## src/rtl/pulse_burst_pkg.sv

```systemverilog
// ============================================================================
//  Module   : pulse_burst_pkg
//  Purpose  : Shared state encoding and default widths for the pulse burst
//             generator.
//  Revision : 1.0  initial release
// ============================================================================
`default_nettype none

package pulse_burst_pkg;

    localparam int c_DEFAULT_COUNT_W  = 4;
    localparam int c_DEFAULT_PERIOD_W = 8;

    typedef enum logic [1:0] {
        ST_IDLE = 2'd0,
        ST_RUN  = 2'd1,
        ST_DONE = 2'd2
    } burst_state_t;

endpackage

`default_nettype wire

```

## src/rtl/pulse_period_div.sv

```systemverilog
// ============================================================================
//  Module   : pulse_period_div
//  Purpose  : Reloadable down-counter that flags when it reaches zero. It
//             holds at zero instead of wrapping.
//  Revision : 1.0  initial release
// ============================================================================
`default_nettype none

module pulse_period_div
    import pulse_burst_pkg::*;
#(
    parameter int PERIOD_W = c_DEFAULT_PERIOD_W
) (
    input  logic                clk,
    input  logic                reset,
    input  logic                load,
    input  logic [PERIOD_W-1:0] load_val,
    input  logic                en,
    output logic                zero
);

    logic [PERIOD_W-1:0] r_cnt;

    always_ff @(posedge clk or posedge reset) begin
        if (reset) begin
            r_cnt <= '0;
        end else if (load) begin
            r_cnt <= load_val;
        end else if (en && !zero) begin
            r_cnt <= r_cnt - PERIOD_W'(1);
        end
    end

    assign zero = (r_cnt == '0);

endmodule

`default_nettype wire

```

## src/rtl/pulse_burst_gen.sv

```systemverilog
// ============================================================================
//  Module   : pulse_burst_gen
//  Purpose  : Emits N single-cycle pulses spaced P+1 clocks apart, then a
//             one-cycle done strobe. Define PULSE_BURST_ABORT_EN to add abort.
//  Revision : 1.0  initial release
// ============================================================================
`default_nettype none

module pulse_burst_gen
    import pulse_burst_pkg::*;
#(
    parameter int COUNT_W  = c_DEFAULT_COUNT_W,
    parameter int PERIOD_W = c_DEFAULT_PERIOD_W
) (
    input  logic                clk,
    input  logic                reset,
    input  logic                start,
    input  logic [COUNT_W-1:0]  count,
    input  logic [PERIOD_W-1:0] period,
    output logic                out_pulse,
    output logic [COUNT_W-1:0]  remaining,
    output logic                busy,
    output logic                done
`ifdef PULSE_BURST_ABORT_EN
    ,
    input  logic                abort
`endif
);

    burst_state_t        r_state;
    burst_state_t        w_state_nxt;
    logic [COUNT_W-1:0]  r_rem;
    logic [COUNT_W-1:0]  w_rem_nxt;
    logic [PERIOD_W-1:0] r_period;
    logic                w_accept;
    logic                w_reload;
    logic                w_pulse;
    logic                w_zero;
    logic                w_abort;

`ifdef PULSE_BURST_ABORT_EN
    assign w_abort = abort;
`else
    assign w_abort = 1'b0;
`endif

    // Reload from the live input on accept, since r_period is not yet valid.
    pulse_period_div #(
        .PERIOD_W (PERIOD_W)
    ) u_div (
        .clk      (clk),
        .reset    (reset),
        .load     (w_accept | w_reload),
        .load_val (w_accept ? period : r_period),
        .en       (r_state == ST_RUN),
        .zero     (w_zero)
    );

    always_ff @(posedge clk or posedge reset) begin
        if (reset) begin
            r_state  <= ST_IDLE;
            r_rem    <= '0;
            r_period <= '0;
        end else begin
            r_state <= w_state_nxt;
            r_rem   <= w_rem_nxt;
            if (w_accept) begin
                r_period <= period;
            end
        end
    end

    always_comb begin
        w_state_nxt = r_state;
        w_rem_nxt   = r_rem;
        w_accept    = 1'b0;
        w_reload    = 1'b0;
        w_pulse     = 1'b0;
        case (r_state)
            ST_IDLE: begin
                if (start) begin
                    if (count != '0) begin
                        w_accept    = 1'b1;
                        w_rem_nxt   = count;
                        w_state_nxt = ST_RUN;
                    end else begin
                        w_state_nxt = ST_DONE;
                    end
                end
            end
            ST_RUN: begin
                if (w_abort) begin
                    w_state_nxt = ST_IDLE;
                end else if (w_zero) begin
                    w_pulse  = 1'b1;
                    w_reload = 1'b1;
                    if (r_rem != '0) begin
                        w_rem_nxt = r_rem - COUNT_W'(1);
                    end
                    if (r_rem <= COUNT_W'(1)) begin
                        w_state_nxt = ST_DONE;
                    end
                end
            end
            ST_DONE: begin
                w_state_nxt = ST_IDLE;
            end
            default: begin
                w_state_nxt = ST_IDLE;
            end
        endcase
    end

    assign out_pulse = w_pulse;
    assign remaining = (r_state == ST_RUN) ? r_rem : '0;
    assign busy      = (r_state == ST_RUN) || (r_state == ST_DONE);
    assign done      = (r_state == ST_DONE);

endmodule

`default_nettype wire

```

## config.mk

```make
export PLATFORM = sky130hd
export DESIGN_NAME = pulse_burst_gen
export DESIGN_NICKNAME = d
export VERILOG_FILES = /design/src/rtl/pulse_burst_pkg.sv /design/src/rtl/pulse_period_div.sv /design/src/rtl/pulse_burst_gen.sv
export SDC_FILE = /design/constraint.sdc
export NUM_CORES = 1
export LEC_CHECK = 0
export ABC_AREA = 1
export BUFFER_PORTS_ARGS = -buffer_cell sky130_fd_sc_hd__buf_2
export CAP_MARGIN = 30
export CORE_MARGIN = 2
export CORE_UTILIZATION = 53
export CTS_BUF_LIST = sky130_fd_sc_hd__clkbuf_4 sky130_fd_sc_hd__clkbuf_8
export DETAILED_ROUTE_END_ITERATION = 8
export GPL_TIMING_DRIVEN = 0
export PLACE_DENSITY = 0.8
export SLEW_MARGIN = 10
export SYNTH_ARGS = -nofsm -noshare
export SYNTH_HDL_FRONTEND = slang
export SYNTH_SLANG_ARGS = --single-unit
```

## constraint.sdc

```tcl
create_clock -name clk -period 1.48 [get_ports clk]
set_input_delay 0.222 -clock clk [delete_from_list [all_inputs] [get_ports clk]]
set_output_delay 0.222 -clock clk [all_outputs]
set_load 0.01 [all_outputs]
```

* Word-level counts from Yosys, hierarchy flattened
Index checks and enable logic that the tools add are counted.
** Word-level totals
- Input bits :: 15
- Memories kept :: 0
- ROM bits :: 0
- Word-level logic and storage cells :: 45
- Register bits after elaboration :: 22
- Output and inout port bits :: 7
- RAM bits :: 0
- Bits in latches :: 0
** Cells by class
- Bitwise operators :: 1
- Multipliers :: 0
- Equal/unequal tests :: 7
- Order comparisons :: 1
- $add $sub $neg :: 2
- Shift-type cells :: 0
- Reductions and logical operators :: 11
- Multiplexer cells :: 19
- Div/mod/pow operators :: 0
** Operators by type and width (count)
- $mux W8 :: 3
- $mux W4 :: 5
- $ne A2 B2 Y1 const B :: 5
- $logic_not A8 Y1 :: 1
- $mux W2 :: 4
- $pmux W4 S2 :: 1
- $reduce_bool A4 Y1 :: 2
- $sub A8 B1 Y8 const B :: 1
- $mux W1 :: 5
- $reduce_and A5 Y1 :: 1
- $le A4 B1 Y1 const B :: 1
- $pmux W2 S2 :: 1
- $reduce_bool A2 Y1 :: 2
- $sub A4 B1 Y4 const B :: 1
- $reduce_and A3 Y1 :: 1
- $eq A2 B1 Y1 const B :: 1
- $eq A2 B2 Y1 const B :: 1
- $logic_not A2 Y1 :: 1
- $logic_and A1 B1 Y1 :: 1
- $logic_not A1 Y1 :: 1
- $logic_or A1 B1 Y1 :: 1
- $or A1 B1 Y1 :: 1

* Longest topological paths before layout
Gate-level depths: netlist (run 1).
- Depth in word-level cells :: 6
- Mapped depth :: 10
- Depth with buffers taken out :: 10

* Modules after synthesis
From an unflattened synthesis (run 1), not the netlist that was laid out.
** Second synthesis, totals
- Cells, all modules :: 210
- Area, all modules :: 1541.5 sq um
** Modules (own cells, without submodules)
- pulse_burst_gen :: area an instance 917.1 sq um, times used 1, cells an instance 119, sequential area each 350.3 sq um
- pulse_period_div :: area an instance 624.3 sq um, times used 1, cells an instance 91, sequential area each 200.2 sq um

* Least setup slack after synthesis (run 1)
No wires, ideal clock.
- Path type :: flip-flop to flip-flop
- From :: register r_state[0]
- To :: register r_rem[0]
- Setup time :: 0.123 ns
- Required time :: 1.357 ns
- Cell stages (with the launch flop) :: 9
- Arrival :: 1.290 ns
- Path buffers :: 1
- Clock period less this slack :: 1.413 ns
- Setup slack :: 0.067 ns
- Cells stage by stage :: dfrtp_1 inv_1 ha_1 buf_4 o21ai_1 nor2_1 nand2_2 nand2_1 o21ai_1
** Between the ends
- Longest elaborated chain between the ends :: 3
- Elaborated cells on any way between the ends :: 9
- Classes of those cells :: eq/ne: 5; mux: 1; reduce/logical: 3
** RTL lines
- start: declaration :: RTL line pulse_burst_gen.sv:30 : burst_state_t r_state;
- start signal: assignment :: RTL line pulse_burst_gen.sv:65 : r_state <= w_state_nxt;
- $eq A2 B1 Y1 / $logic_not A2 Y1 (equally long branches) :: RTL line pulse_burst_gen.sv:79 : case (r_state)
- $ne A2 B2 Y1 (no source line) / $reduce_bool A2 Y1 (equally long branches)
- $reduce_and A5 Y1 (no source line)
- end signal: assignment :: RTL line pulse_burst_gen.sv:66 : r_rem <= w_rem_nxt;
- end: declaration :: RTL line pulse_burst_gen.sv:32 : logic [COUNT_W-1:0] r_rem;
Parallel ways exist; a longest one is shown, timed or not.
A chain may end at the register's enable or synchronous reset.

* Worst setup path in the final report (run 1)
- From :: register u_div.r_cnt[1]
- To :: output out_pulse
** Between the ends
- Longest elaborated chain between the ends :: 3
** RTL lines
- start: declaration :: RTL line pulse_period_div.sv:22 : logic [PERIOD_W-1:0] r_cnt;
- start signal: assignment :: RTL line pulse_period_div.sv:28 : r_cnt <= load_val;
- start signal: assignment :: RTL line pulse_period_div.sv:30 : r_cnt <= r_cnt - PERIOD_W'(1);
- $logic_not A8 Y1 :: RTL line pulse_period_div.sv:34 : assign zero = (r_cnt == '0);
- $mux W1 :: RTL line pulse_burst_gen.sv:94 : end else if (w_zero) begin
- $mux W1 :: RTL line pulse_burst_gen.sv:79
- end: declaration :: RTL line pulse_burst_gen.sv:20 : output logic out_pulse,
Every way passes these cells.

==> metrics.txt, run 1 <==
min Tclk post-route=1.59 ns; Setup Viol. Count Final=10; Synth Register Bits=22; die width=58.5 um; crit-path max FO=3; placed cell areas=0.00171 mm2; post-route ant nets=0; worst setup margin=-0.110 ns; syn avg cell area=7.14 um2; first-pass GRT wire length=5.80 mm; register area share after synthesis=35.0%; leakage power=1.22 nW; Largest stage delay, worst path=0.41 ns; total clock buffers created by CTS=3; fin. max-slew vios=0; max-cap violations=0; Reg power frac=24.8%; Pwr Density=2200 mW/mm2; top cell type's share of synthesized area=35.0%; Synth area leader=dfrtp_1; synthesized instance count=220; Hold Slack=0.230 ns; CP most frequent cell=inv_2; R2R depth=10; I/O Buffers=20; Hold Fails Final Rpt=0; Sw Share=47.2%; Mapped Area=0.00157 mm2; fraction of layout cells with a size suffix above 1=37.0%; initial antenna violation count=0; Tot GR Track Use=22.3%; number of distinct library cells after synthesis=23; iteration count of the initial detailed-routing pass=4; TritonCTS clock tree=yes; RSZ-0062 raised after global routing=true; Die Ht=58.5 um; Clock Sinks=22; I/O pin total=22; Layout Utilization=77.6%; Overflow after GRT=0; Skew-Pair Late Insertion Delay=0.31 ns; H-Tree Depth=1; ranking of synthesized cells by area=dfrtp_1 (35%), nand2_1 (16%), inv_1 (10%); Req. time, crit path=1.26 ns; Hold Path Class=primary input to register; initial core utilization=56.5%; crit path kind=register to output port; Slew headroom=81.9%; total power draw=4.75 mW; Die ar.=0.00342 mm2; Buf/Inv on CP=3; Synthesis Warnings=0; Max clock buf depth=2; Worst path depth=7; clk slew on worst S/H paths=0.11 ns; CP startpoint kind=register; outcome=finished with violations; n_diodes=0; Comb power frac=69.4%; Worst EP arrival=1.37 ns; GP Congestion=0.778; crit path max-delay cell type=dfrtp_1; critical path cell sequence=inv_2, ha_4, nand2_4, nor2_4, nand3_4, inv_2, buf_6; P_sw=2.24 mW; DRT iter0 DRCs=91; routed via count=1602; slew of the pin with the lowest slew margin=0.272 ns; via/cell ratio=5.32; FMAX=0.629 GHz; peak supply drop=1.81 mV; # rows=19; CORE AREA=0.00278 mm2; failing checks=setup timing; fin area=0.00216 mm2; Internal=2.51 mW; final cycle utilization of the critical path=107%; post-DR wirelength/cell=13.9 um; CP top delay family=flip-flops; # nets final=295; crit path capture type=output port; vias in the first global route=1314; WHS Path Cells=5; power share of the clock group=5.8%; clk root buf=clkbuf_4; largest net degree at the start of global routing=23; final wirelength=4.20 mm; DR DRC count=0; worst clock skew=0.00214 ns; Synthesized Nets=243; area grow syn2layout=37.3%; hpwl dp=2.33 mm
-- worst reg2reg max path, cell delays in order (launching register included) --
cell and delay, ns:
dfrtp_1 0.41, inv_2 0.10, ha_4 0.15, nand2_4 0.05
nor2_4 0.11, nand3_4 0.10, buf_4 0.19, nand2_8 0.09
nand2_1 0.07, nand3_1 0.08, nand2_1 0.06
-- final cells by class --
class	count	area [um2]
multi-input cells	146	927
fillers	186	623
flip-flops and latches	22	553
repair buffers	47	387
inverters	48	185
plain buffers	4	45.0
well taps	31	38.8
clock buffers	3	22.5
-- final timing paths --
kind / startpoint / endpoint / slack (ns)
max: u_div.r_cnt[1] / out_pulse / -0.11
min: period[4] / r_period[4] / 0.23
max reg2reg: u_div.r_cnt[1] / u_div.r_cnt[0] / -0.02
min reg2reg: r_rem[1] / r_rem[1] / 0.56
max in group asynchronous: reset / u_div.r_cnt[2] / 0.84
min in group asynchronous: reset / u_div.r_cnt[5] / 0.49
-- cells in the final DEF (no fill, tap or decap), drive strengths merged --
| cell type | netlist | final |
|---|---|---|
| xnor2 | 2 | 2 |
| nand2 | 74 | 74 |
| o21ai | 9 | 9 |
| clkbuf | 0 | 3 |
| ha | 8 | 8 |
| buf | 4 | 50 |
| xor2 | 2 | 2 |
| inv | 48 | 48 |
| o21bai | 1 | 1 |
| nand4 | 11 | 11 |
| o211ai | 1 | 1 |
| a21boi | 1 | 1 |
| nand3b | 1 | 1 |
| dlygate4sd3 | 0 | 1 |
| nor2 | 12 | 12 |
| nand3 | 22 | 22 |
| dfrtp | 22 | 22 |
| a21oi | 2 | 2 |
-- per-stage QoR --
stage	setup TNS (ns)	instances	setup slack, ns
finish	-0.455	301	-0.110
global route	-1.61	301	-0.163
CTS	-0.319	288	-0.0999
detailed placement	-1.32	271	-0.158
global placement	-0.834	271	-0.116
floorplan	0	220	0.0666
-- power groups by stage --
stage	Combinational, mW	Sequential [mW]	Clock, mW
2_1_floorplan	1.73	1.08	0
3_3_place_gp	2.07	1.13	0
3_5_place_dp	2.13	1.14	0
4_1_cts	2.63	1.13	0.279
5_1_grt	3.62	1.21	0.308
6_report	3.30	1.18	0.275
-- cell families after synthesis --
family,after synthesis,synth area share (%)
xor+xnor,4,2.23
buf+inv,52,13.9
compound gates,14,5.18
flops,22,35.0
fa+ha+maj,8,6.37
simple gates,120,37.3
-- synthesized netlist by cell type --
cell / n
a21boi_2: 1
a21oi_1: 2
buf_4: 3
buf_8: 1
dfrtp_1: 22
ha_1: 8
inv_1: 42
inv_2: 6
nand2_1: 66
nand2_2: 3
nand2_4: 5
nand3_1: 20
nand3_4: 2
nand3b_1: 1
nand4_1: 11
nor2_1: 9
nor2_2: 3
o211ai_1: 1
o21ai_0: 3
o21ai_1: 6
o21bai_1: 1
xnor2_1: 2
xor2_1: 2
-- repair_timing --
| item | 4_1_cts | 5_1_grt |
|---|---|---|
| hold endpoints to repair | 0 | 22 |
| gates resized for setup | 24 | 25 |
| pin swaps | 8 | 12 |
| setup buffers | 14 | 11 |
| endpoints found under the setup margin | 19 | 19 |
| hold buffers | 0 | 1 |
-- per-layer routing --
layer  global-route usage [%]  wire length (um)  vias up
li1                         -                 -      783
met1                     33.0              1800      758
met2                     34.3              2050       52
met3                     1.98               266        9
met4                     7.64                78        0
met5                        0                 0        -
-- flip-flops by register name, indices dropped and copies added, names as in the netlist --
| register | flops |
|---|---|
| r_period | 8 |
| r_rem | 4 |
| r_state | 2 |
| u_div.r_cnt | 8 |
No activity file was read; power rests on OpenSTA's default activity.
==> run 2: changes to the inputs <==
--- a/config.mk
+++ b/config.mk
@@ -9,11 +9,11 @@
 export BUFFER_PORTS_ARGS = -buffer_cell sky130_fd_sc_hd__buf_2
 export CAP_MARGIN = 30
 export CORE_MARGIN = 2
-export CORE_UTILIZATION = 53
+export CORE_UTILIZATION = 59
 export CTS_BUF_LIST = sky130_fd_sc_hd__clkbuf_4 sky130_fd_sc_hd__clkbuf_8
 export DETAILED_ROUTE_END_ITERATION = 8
 export GPL_TIMING_DRIVEN = 0
-export PLACE_DENSITY = 0.8
+export PLACE_DENSITY = 0.84
 export SLEW_MARGIN = 10
 export SYNTH_ARGS = -nofsm -noshare
 export SYNTH_HDL_FRONTEND = slang
==> constraint.sdc (replaced) <==
create_clock -name clk -period 1.6 [get_ports clk]
set_input_delay 0.24 -clock clk [delete_from_list [all_inputs] [get_ports clk]]
set_output_delay 0.24 -clock clk [all_outputs]
set_load 0.01 [all_outputs]
==> run 2 against run 1 <==
First-iteration DRC count shrank 46%. Largest power group unchanged. Clock skew is essentially flat. Via count shrank 6.4%. Critical path type unchanged. Flip-flop and latch count is the same. The flow still finishes with violations (setup timing). Final cell count shrank 2.7%. Die area shrank 9.5%. Sequential power shrank 9%.
==> metrics.txt, run 2 (same netlist as run 1, synthesis figures left out) <==
outcome=finished with violations; failing checks=setup timing; Crit Reg-Reg Endpoint=u_div.r_cnt[4]; initial antenna violation count=0; reg2reg setup slack=0.06 ns; Placed Cells=270; H-Tree Depth=1; Clock Sinks=22; Pwr Density=1930 mW/mm2; R2R depth=10; Largest stage delay, worst path=0.43 ns; Regs by FF count=r_period: 8 flops, u_div.r_cnt: 8 flops, r_rem: 4 flops; worst clock skew=0.00201 ns; worst setup margin=-0.0456 ns; crit path max-delay cell type=dfrtp_1; filler cell count=189; # rows=18; fraction of layout cells with a size suffix above 1=30.0%; final wirelength=3.51 mm; Req. time, crit path=1.36 ns; die width=55.6 um; hpwl dp=2.40 mm; CP startpoint kind=register; Worst EP arrival=1.41 ns; FF-to-FF Start=u_div.r_cnt[1]; initial core utilization=62.9%; sink of the worst hold path=r_rem[0]; CP top delay family=flip-flops; Slew headroom=86.2%; Hold Path Class=primary input to register; CP most frequent cell=inv_2; Max clock buf depth=2; clk root buf=clkbuf_4; GP Congestion=0.899; # nets final=288; leakage power=1.14 nW; Hold Crit Start=count[0]; min Tclk post-route=1.65 ns; iteration count of the initial detailed-routing pass=4; DRT iter0 DRCs=49; fin. max-slew vios=0; peak supply drop=1.72 mV; routed via count=1500; vias in the first global route=1285; commonest non-fill, non-tap cells in the layout=nand2_1 (63), inv_1 (39), dfrtp_1 (21); crit path capture type=output port; largest net degree at the start of global routing=23; max-cap violations=0; Hold Slack=0.237 ns; I/O Buffers=20; I/O pin total=22; Final Non-Filler Cells=293; WHS Path Cells=3; final cycle utilization of the critical path=103%; CORE AREA=0.00250 mm2; DR DRC count=0; crit-path max FO=2; most common cell after layout, fill and taps aside=nand2_1; total clock buffers created by CTS=3; Die Ht=55.6 um; TritonCTS clock tree=yes; first-pass GRT wire length=5.64 mm; FMAX=0.608 GHz; area grow syn2layout=26.7%; post-DR wirelength/cell=12.0 um; slew of the pin with the lowest slew margin=0.207 ns; placed cell areas=0.00171 mm2; via/cell ratio=5.12; Setup Viol. Count Final=1; clk slew on worst S/H paths=0.12 ns; Overflow after GRT=0; RSZ-0062 raised after global routing=true; Tot GR Track Use=23.1%; Skew-Pair Late Insertion Delay=0.31 ns; fin area=0.00199 mm2; post-route ant nets=0; Die ar.=0.00309 mm2; crit path kind=register to output port; Hold Fails Final Rpt=0; critical path cell sequence=inv_2, ha_4, nand2_4, nor2_4, nand3_4, inv_2, buf_6; Layout Utilization=79.6%; n_diodes=0; Buf/Inv on CP=3; total power draw=3.85 mW
==> run 2: routing by layer <==
metal	GRT usage (%)	vias up	routed length, um
li1	-	774	-
met1	31.5	665	1510
met2	37.8	50	1710
met3	3.49	11	210
met4	7.32	0	80
met5	0	-	0
==> run 2: where the power goes <==
part / internal, mW / leakage (nW) / switching (mW) / total [mW]
logic: 1.13 / 0.874 / 1.39 / 2.52
clock network: 0.0880 / 0.0138 / 0.169 / 0.257
registers: 0.841 / 0.256 / 0.230 / 1.07
==> run 2: how the worst max path moves through the flow <==
| stage | from | to | slack [ns] | cells past startpoint |
|---|---|---|---|---|
| CTS | u_div.r_cnt[0] | out_pulse | -0.009 | 7 |
| finish | u_div.r_cnt[1] | out_pulse | -0.05 | 7 |
| global route | u_div.r_cnt[1] | out_pulse | -0.08 | 7 |
| floorplan | r_state[0] | r_rem[0] | 0.19 | 8 |
| global placement | r_state[0] | r_rem[1] | 0.02 | 8 |
| detailed placement | r_state[0] | r_rem[1] | -0.01 | 8 |
==> run 2: area by class of cell <==
class                           instances  area [um2]  area share, %
Multi-Input combinational cell        146         871           43.7
Sequential cell                        22         552           27.7
Timing Repair Buffer                   40         283           14.2
Inverter                               48         180           9.05
Buffer                                  4        45.0           2.26
Tap cell                               30        37.5           1.89
Clock buffer                            3        22.5           1.13
==> run 2: tightest hold or removal path, stage by stage <==
cell and delay (ns):
buf_2 0.09, o21ai_0 0.06, o21ai_1 0.12
==> run 2: per-stage QoR <==
| stage | setup WS [ns] | setup TNS, ns |
|---|---|---|
| after CTS | -0.00937 | -0.00937 |
| after detailed placement | -0.0114 | -0.0144 |
| after floorplan | 0.187 | 0 |
| final | -0.0456 | -0.0456 |
| after global routing | -0.0793 | -0.434 |
| after global placement | 0.0202 | 0 |
==> run 2: repair_timing <==
item | in CTS | in global routing
gates resized for setup | 13 | 10
setup buffers | 8 | 10
endpoints found under the setup margin | 10 | 16
hold buffers | 0 | 1
hold endpoints to repair | 0 | 22
pin swaps | 2 | 4
==> run 3: changes to the inputs <==
==> constraint.sdc (replaced) <==
create_clock -name clk -period 1.6 [get_ports clk]
set_input_delay 0.24 -clock clk [delete_from_list [all_inputs] [get_ports clk]]
set_output_delay 0.24 -clock clk [all_outputs]
set_load 0.02 [all_outputs]
==> run 3 against run 2 <==
The flow still finishes with violations (setup timing). Final cell count up 2.0%. Non-clock buffer count grew 6. Die area is the same. Combinational power increased by 10%. Power rose by 7.3%. Flip-flop and latch count is the same. Clock skew is essentially flat. Clock-buffer cell count unchanged. Critical path depth unchanged. Sequential share of layout area down 1.1 points.
==> metrics.txt, run 3 (same netlist as run 1, synthesis figures left out) <==
H-Tree Depth=1; final wirelength=3.75 mm; Layout Utilization=82.8%; Internal=2.18 mW; Setup Viol. Count Final=1; # nets final=294; via/cell ratio=5.16; initial antenna violation count=0; CP startpoint kind=register; most common cell after layout, fill and taps aside=nand2_1; final cycle utilization of the critical path=103%; crit-path max FO=2; worst clock skew=0.00213 ns; most used routing layer=met2; iteration count of the initial detailed-routing pass=4; I/O pin total=22; outcome=finished with violations; GRT met2 Usage=39.3%; Skew-Pair Late Insertion Delay=0.31 ns; total clock buffers created by CTS=3; placed cell areas=0.00171 mm2; Reg power frac=26.2%; clk slew on worst S/H paths=0.13 ns; Req. time, crit path=1.36 ns; Slew headroom=85.9%; DR DRC count=0; leakage power=1.17 nW; worst setup margin=-0.0546 ns; Pwr Density=2000 mW/mm2; Sw Share=47.1%; RSZ-0062 raised after global routing=true; routed via count=1542; vias in the first global route=1335; Max clock buf depth=2; grt met1 use=31.3%; fin area=0.00207 mm2; slew of the pin with the lowest slew margin=0.211 ns; min Tclk post-route=1.65 ns; P_sw=1.95 mW; initial core utilization=62.9%; area grow syn2layout=31.7%; Die ar.=0.00309 mm2; Place WS=-0.0114 ns; Overflow after GRT=0; crit path capture type=output port; FMAX=0.604 GHz; first-pass GRT wire length=5.78 mm; TritonCTS clock tree=yes; hpwl dp=2.40 mm; Die Ht=55.6 um; reg2reg setup slack=0.05 ns; met3 GRT Util=3.72%; Worst EP arrival=1.41 ns; Regs by FF count=r_period: 8 flops, u_div.r_cnt: 8 flops, r_rem: 4 flops; Clock Sinks=22; Hold Fails Final Rpt=0; Hold Slack=0.247 ns; # rows=18; peak supply drop=1.58 mV; n_diodes=0; fraction of layout cells with a size suffix above 1=33.5%; largest net degree at the start of global routing=23; crit path kind=register to output port; DRT iter0 DRCs=63; power share of the clock group=6.4%; die width=55.6 um; Hold Path Class=primary input to register; Tot GR Track Use=23.6%; failing checks=setup timing; clk root buf=clkbuf_4; Comb power frac=67.3%; I/O Buffers=20; post-DR wirelength/cell=12.5 um; commonest non-fill, non-tap cells in the layout=nand2_1 (62), inv_1 (36), buf_4 (26); fin. max-slew vios=0; max-cap violations=0; GP Congestion=0.899; CORE AREA=0.00250 mm2; post-route ant nets=0
==> run 3: what timing repair did <==
action / 4_1_cts / 5_1_grt
buffers inserted: 11 / 13
resized for setup: 17 / 20
setup endpoints to repair: 10 / 16
pin swaps: 6 / 7
endpoints found under the hold margin: 0 / 22
hold buffers: 0 / 1
==> run 3: layout make-up <==
type / instances / area (um2)
inverter: 48 / 185
sequential: 22 / 552
timing repair buffer: 46 / 343
fill: 176 / 430
buffer: 4 / 45.0
clock buffer: 3 / 22.5
multi-input combinational: 146 / 885
tap: 30 / 37.5
==> run 3: worst max-delay path, stage by stage, from the launching register on <==
cell     delay, ns
dfrtp_1       0.43
inv_2         0.09
ha_4          0.15
nand2_4       0.05
nor2_4        0.11
nand3_4       0.10
inv_2         0.07
buf_6         0.11
==> run 3: power groups by stage <==
stage	logic [mW]	registers [mW]	clock network, mW
floorplan	1.65	1.00	0
global placement	1.96	1.04	0
detailed placement	2.02	1.06	0
CTS	2.33	1.06	0.262
global route	3.11	1.11	0.283
finish	2.78	1.08	0.265
==> run 3: per-stage QoR <==
stage / instances / power (mW) / setup TNS [ns]
2_1_floorplan: 220 / 2.66 / 0
3_3_place_gp: 270 / 3.00 / 0
3_5_place_dp: 270 / 3.07 / -0.0144
4_1_cts: 284 / 3.65 / -0.0170
5_1_grt: 299 / 4.50 / -0.538
6_report: 299 / 4.13 / -0.0546
==> run 3: final timing paths <==
path / start / end / cells past startpoint
setup / recovery: u_div.r_cnt[1] / out_pulse / 7
hold / removal: count[0] / r_rem[0] / 3
setup reg to reg: r_state[1] / r_rem[1] / 10
hold reg to reg: r_rem[3] / r_rem[3] / 2
max in group asynchronous: reset / u_div.r_cnt[3] / 4
min in group asynchronous: reset / u_div.r_cnt[5] / 4
==> run 3: layer usage <==
metal,routed length [um],vias up
met5,0,-
met4,69,0
met3,216,8
met2,1900,48
met1,1560,700
li1,-,786
